--- config.mk ---
export PLATFORM = sky130hd
export DESIGN_NAME = param_tx_serializer
export DESIGN_NICKNAME = d
export VERILOG_FILES = /design/src/rtl/param_tx_serializer.sv
export SDC_FILE = /design/constraint.sdc
export NUM_CORES = 1
export LEC_CHECK = 0
export ABC_AREA = 1
export BUFFER_PORTS_ARGS = -buffer_cell sky130_fd_sc_hd__buf_4
export CORE_UTILIZATION = 34
export CTS_BUF_LIST = sky130_fd_sc_hd__clkbuf_2
export CTS_CLUSTER_DIAMETER = 100
export DETAILED_ROUTE_END_ITERATION = 10
export GPL_ROUTABILITY_DRIVEN = 0
export SYNTH_ARGS = -nofsm -noshare
export SYNTH_HDL_FRONTEND = slang
export SYNTH_SLANG_ARGS = --single-unit
--- constraint.sdc ---
create_clock -name CLK -period 2.65 [get_ports CLK]
set_input_delay 0.265 -clock CLK [delete_from_list [all_inputs] [get_ports CLK]]
set_output_delay 0.265 -clock CLK [all_outputs]
set_load 0.05 [all_outputs]
--- src/rtl/param_tx_serializer.sv ---
// Double-buffered parallel-to-serial transmitter: a one-word holding register feeds a
// shift register, with run-time word length and bit order sampled per word.
module param_tx_serializer #(
    parameter int DATA_W = 8,
    parameter int CNT_W  = 4
) (
    input  logic              CLK,
    input  logic              RST,
    input  logic [DATA_W-1:0] p_data,
    input  logic              data_valid,
    output logic              data_ready,
    input  logic              ser_en,
    input  logic              msb_first,
    input  logic [CNT_W-1:0]  data_len,
    output logic              ser_data,
    output logic              ser_done,
    output logic              busy
);

    typedef enum logic {IDLE, SHIFT} state_t;

    localparam logic [CNT_W-1:0] FULL_LEN = CNT_W'(DATA_W);

    state_t             state_q, state_d;
    logic               hold_full_q, hold_full_d;
    logic [DATA_W-1:0]  hold_q, hold_d;
    logic [DATA_W-1:0]  shift_q, shift_d;
    logic [CNT_W-1:0]   count_q, count_d;
    logic [CNT_W-1:0]   eff_len_q, eff_len_d;
    logic               eff_order_q, eff_order_d;
    logic               ser_data_q, ser_data_d;
    logic               ser_done_q, ser_done_d;
    logic               busy_q, busy_d;

    logic               load;
    logic [CNT_W-1:0]   len_in;

    // Out-of-range lengths fall back to a full word.
    assign len_in = (data_len == '0 || data_len > FULL_LEN) ? FULL_LEN : data_len;

    always_comb begin
        state_d     = state_q;
        hold_full_d = hold_full_q;
        hold_d      = hold_q;
        shift_d     = shift_q;
        count_d     = count_q;
        eff_len_d   = eff_len_q;
        eff_order_d = eff_order_q;
        ser_data_d  = ser_data_q;
        ser_done_d  = 1'b0;
        load        = 1'b0;

        if (data_valid && !hold_full_q) begin
            hold_d      = p_data;
            hold_full_d = 1'b1;
        end

        case (state_q)
            IDLE: begin
                if (hold_full_q) begin
                    load = 1'b1;
                end
            end
            SHIFT: begin
                if (ser_en) begin
                    if (count_q < eff_len_q) begin
                        if (eff_order_q) begin
                            ser_data_d = shift_q[DATA_W-1];
                            shift_d    = {shift_q[DATA_W-2:0], 1'b0};
                        end else begin
                            ser_data_d = shift_q[0];
                            shift_d    = {1'b0, shift_q[DATA_W-1:1]};
                        end
                        count_d = count_q + 1'b1;
                    end else begin
                        ser_done_d = 1'b1;
                        if (hold_full_q) begin
                            load = 1'b1;
                        end else begin
                            state_d = IDLE;
                            count_d = '0;
                        end
                    end
                end
            end
            default: state_d = IDLE;
        endcase

        // MSB-first words are left-aligned so the top bit of the shifter is always next.
        if (load) begin
            shift_d     = msb_first ? (hold_q << (FULL_LEN - len_in)) : hold_q;
            eff_len_d   = len_in;
            eff_order_d = msb_first;
            count_d     = '0;
            hold_full_d = 1'b0;
            state_d     = SHIFT;
        end

        busy_d = (state_d == SHIFT);
    end

    always_ff @(posedge CLK or negedge RST) begin
        if (!RST) begin
            state_q     <= IDLE;
            hold_full_q <= 1'b0;
            hold_q      <= '0;
            shift_q     <= '0;
            count_q     <= '0;
            eff_len_q   <= FULL_LEN;
            eff_order_q <= 1'b0;
            ser_data_q  <= 1'b0;
            ser_done_q  <= 1'b0;
            busy_q      <= 1'b0;
        end else begin
            state_q     <= state_d;
            hold_full_q <= hold_full_d;
            hold_q      <= hold_d;
            shift_q     <= shift_d;
            count_q     <= count_d;
            eff_len_q   <= eff_len_d;
            eff_order_q <= eff_order_d;
            ser_data_q  <= ser_data_d;
            ser_done_q  <= ser_done_d;
            busy_q      <= busy_d;
        end
    end

    assign data_ready = !hold_full_q;
    assign ser_data   = ser_data_q;
    assign ser_done   = ser_done_q;
    assign busy       = busy_q;

endmodule

==> flow_summary.yaml <==
synthesis:
  yosys_register_bits: 29
  synth_cells: 226
  synth.avg_cell_area_um2: 7.75
  synth_flop_cell: "dfrtp_1"
  synth.distinct_cells: 30
  synth_nets: 248
  synthArstFlopShare: 1.00
  synth-edff-count: 0
  yosysWarningCount: 0
  syn-cell-area_um2: 1750
  seq_area_frac_synth: 0.415
setup_path:
  reg2reg_to: "shift_q[7]"
  required_ps: 2960
  cp-start-kind: "flip-flop"
  endpoint_kind: "flip-flop"
  crit_start: "eff_len_q[3]"
  ff2ff_path_depth: 10
  crit_type: "flip-flop to flip-flop"
  r2r-start: "eff_len_q[3]"
  reg2reg_slack_ps: 610
  worstPathArrival_ps: 2350
  crit_path_max_fanout: 13
  crit_end: "shift_q[7]"
placed_design:
  placedCellCount: 307
  hpwl_um: 2850
  port_buffers: 20
final_layout:
  layout.cells.most_common: "nand2_1"
  drive_gt1_frac: 0.177
  instances_no_fill: 316
  syn2layout_area_growth_pct: 13.8
  nNetsFinal: 270
  antenna_cells: 0
  n_fill_cell: 506
  mostFrequentLayoutCells: "nand2_1, dfrtp_1, inv_1"
grt:
  grt-ovfl-total: 0
  grt_pass1_wl_um: 6640
  antenna_found_initial: 0
  grt_max_degree: 30
  grt_usage: 0.164
  grt_pass1_vias: 1443
clocking:
  cts.sinks: 29
  cts.clk_slew.worst_paths_ps: 190
  hold_buffers: 1
  cts_inserted_buffers: 5
  clockBufferDepth: 2
  clk-insertion-delay-late_ps: 390
  cts_tree: "done"
  clk_root_buffer_cell: "clkbuf_2"
  htreeDepth: 2
  cts.repair.resized: 0
  cts_setup_buffers: 0
route:
  drc: 0
  wirelength_um: 3800
  viasPerCell: 4.83
  drt-initial-drc-count: 92
  vias: 1525
  antenna_left: 0
  wire_per_inst_um: 12.0
  first_pass_iters: 5
hold_path:
  hold_path.class: "input port to flip-flop"
  min_path_cells: 3
timing:
  hold_viol: 0
  timing.fmax_mhz: 490
  max_slew.worst_pin.slew_ps: 453
  setup_viol: 0
  skew_ps: 20.2
  fin_crit_sh: 0.771
  whs_ps: 77.8
  fin_setup_tns_ps: 0
  fin_crit_ps: 2040
  rsz0062_at_grt: "false"
  maxSlewViolCount: 0
  relSlewSlack: 0.698
die:
  die_h_um: 73.8
  core_um2: 4850
  die_x_um: 73.8
  io_pins: 21
  start_util: 0.361
  die-area_um2: 5440
  rows: 25
job:
  drv_cap: 0
pwr:
  p_leak_nw: 1.02
  peakVddDrop_uv: 404
  power_density_nw_per_um2: 1040
  p_total_w: 0.00207
run_status:
  outcome: "completed"
[critical path, stage by stage (launching register included)]
cell and delay, ps:
dfstp_2 550, inv_1 50, ha_1 280, a21oi_1 280, nand3_2 170, nand3_2 230, inv_1 180, nand2_1 100
nand2_1 50, nand2_1 50, nand2_1 40
[cell usage after synthesis, types with 5 or more instances]
cell | count | area [um^2]
ha_1 | 5 | 62.6
nor2_1 | 10 | 37.5
dfrtp_1 | 28 | 701
nand2_2 | 6 | 37.5
inv_1 | 24 | 90.1
nand3_1 | 19 | 95.1
o21ai_0 | 14 | 70.1
nand2_1 | 65 | 244
a21oi_1 | 16 | 80.1
mux2i_1 | 6 | 60.1
[cell type report]
class | count | area (um^2) | area share
Inverter | 26 | 97.6 | 0.0490
Timing Repair Buffer | 21 | 160 | 0.0804
Clock inverter | 3 | 17.5 | 0.00879
Tap cell | 67 | 83.8 | 0.0421
Multi-Input combinational cell | 165 | 881 | 0.442
Clock buffer | 5 | 25.0 | 0.0126
Sequential cell | 29 | 727 | 0.365
[metrics by stage]
step                instance area (um^2)  setup slack [ps]  utilization
floorplan                           1750               941            -
global placement                    1940               591        0.400
detailed placement                  1940               607        0.400
CTS                                 1990               589        0.411
global route                        1990               406        0.411
finish                              1990               608        0.411
[report_power, final]
part / internal [W] / switching (W)
sequential: 0.000637 / 0.000170
combinational: 0.000385 / 0.000639
clock: 0.0000615 / 0.000174
[registers in the layout (all words and copies together) (netlist names)]
register     count
busy             1
count_q          4
eff_len_q        4
eff_order_q      1
hold_full_q      1
hold_q           8
ser_data         1
ser_done         1
shift_q          8
[layer usage]
metal  GRT usage  up-vias  routed length (um)
met3      0.0549        6                 180
met5           0        -                   0
met4      0.0577        0                  46
met2       0.255       39                1730
met1       0.211      694                1840
li1            -      786                   -
[cells by family (layout without fill, tap and decap cells)]
family / count (synthesis) / after routing / share of synthesized area
flops: 29 / 29 / 0.415
mux: 9 / 9 / 0.0536
fa+ha+maj: 5 / 5 / 0.0357
xor+xnor: 2 / 2 / 0.0100
simple gates: 106 / 106 / 0.264
compound gates: 43 / 43 / 0.139
buf+inv: 32 / 55 / 0.0815
[how the worst min path moves through the flow]
stage / start / end
final: data_valid / hold_full_q
after global routing: p_data[6] / hold_q[6]
after CTS: data_valid / hold_full_q
after detailed placement: RST / hold_q[6]
after global placement: RST / hold_q[6]
after floorplan: RST / busy
(Power assumes the default switching activity.)
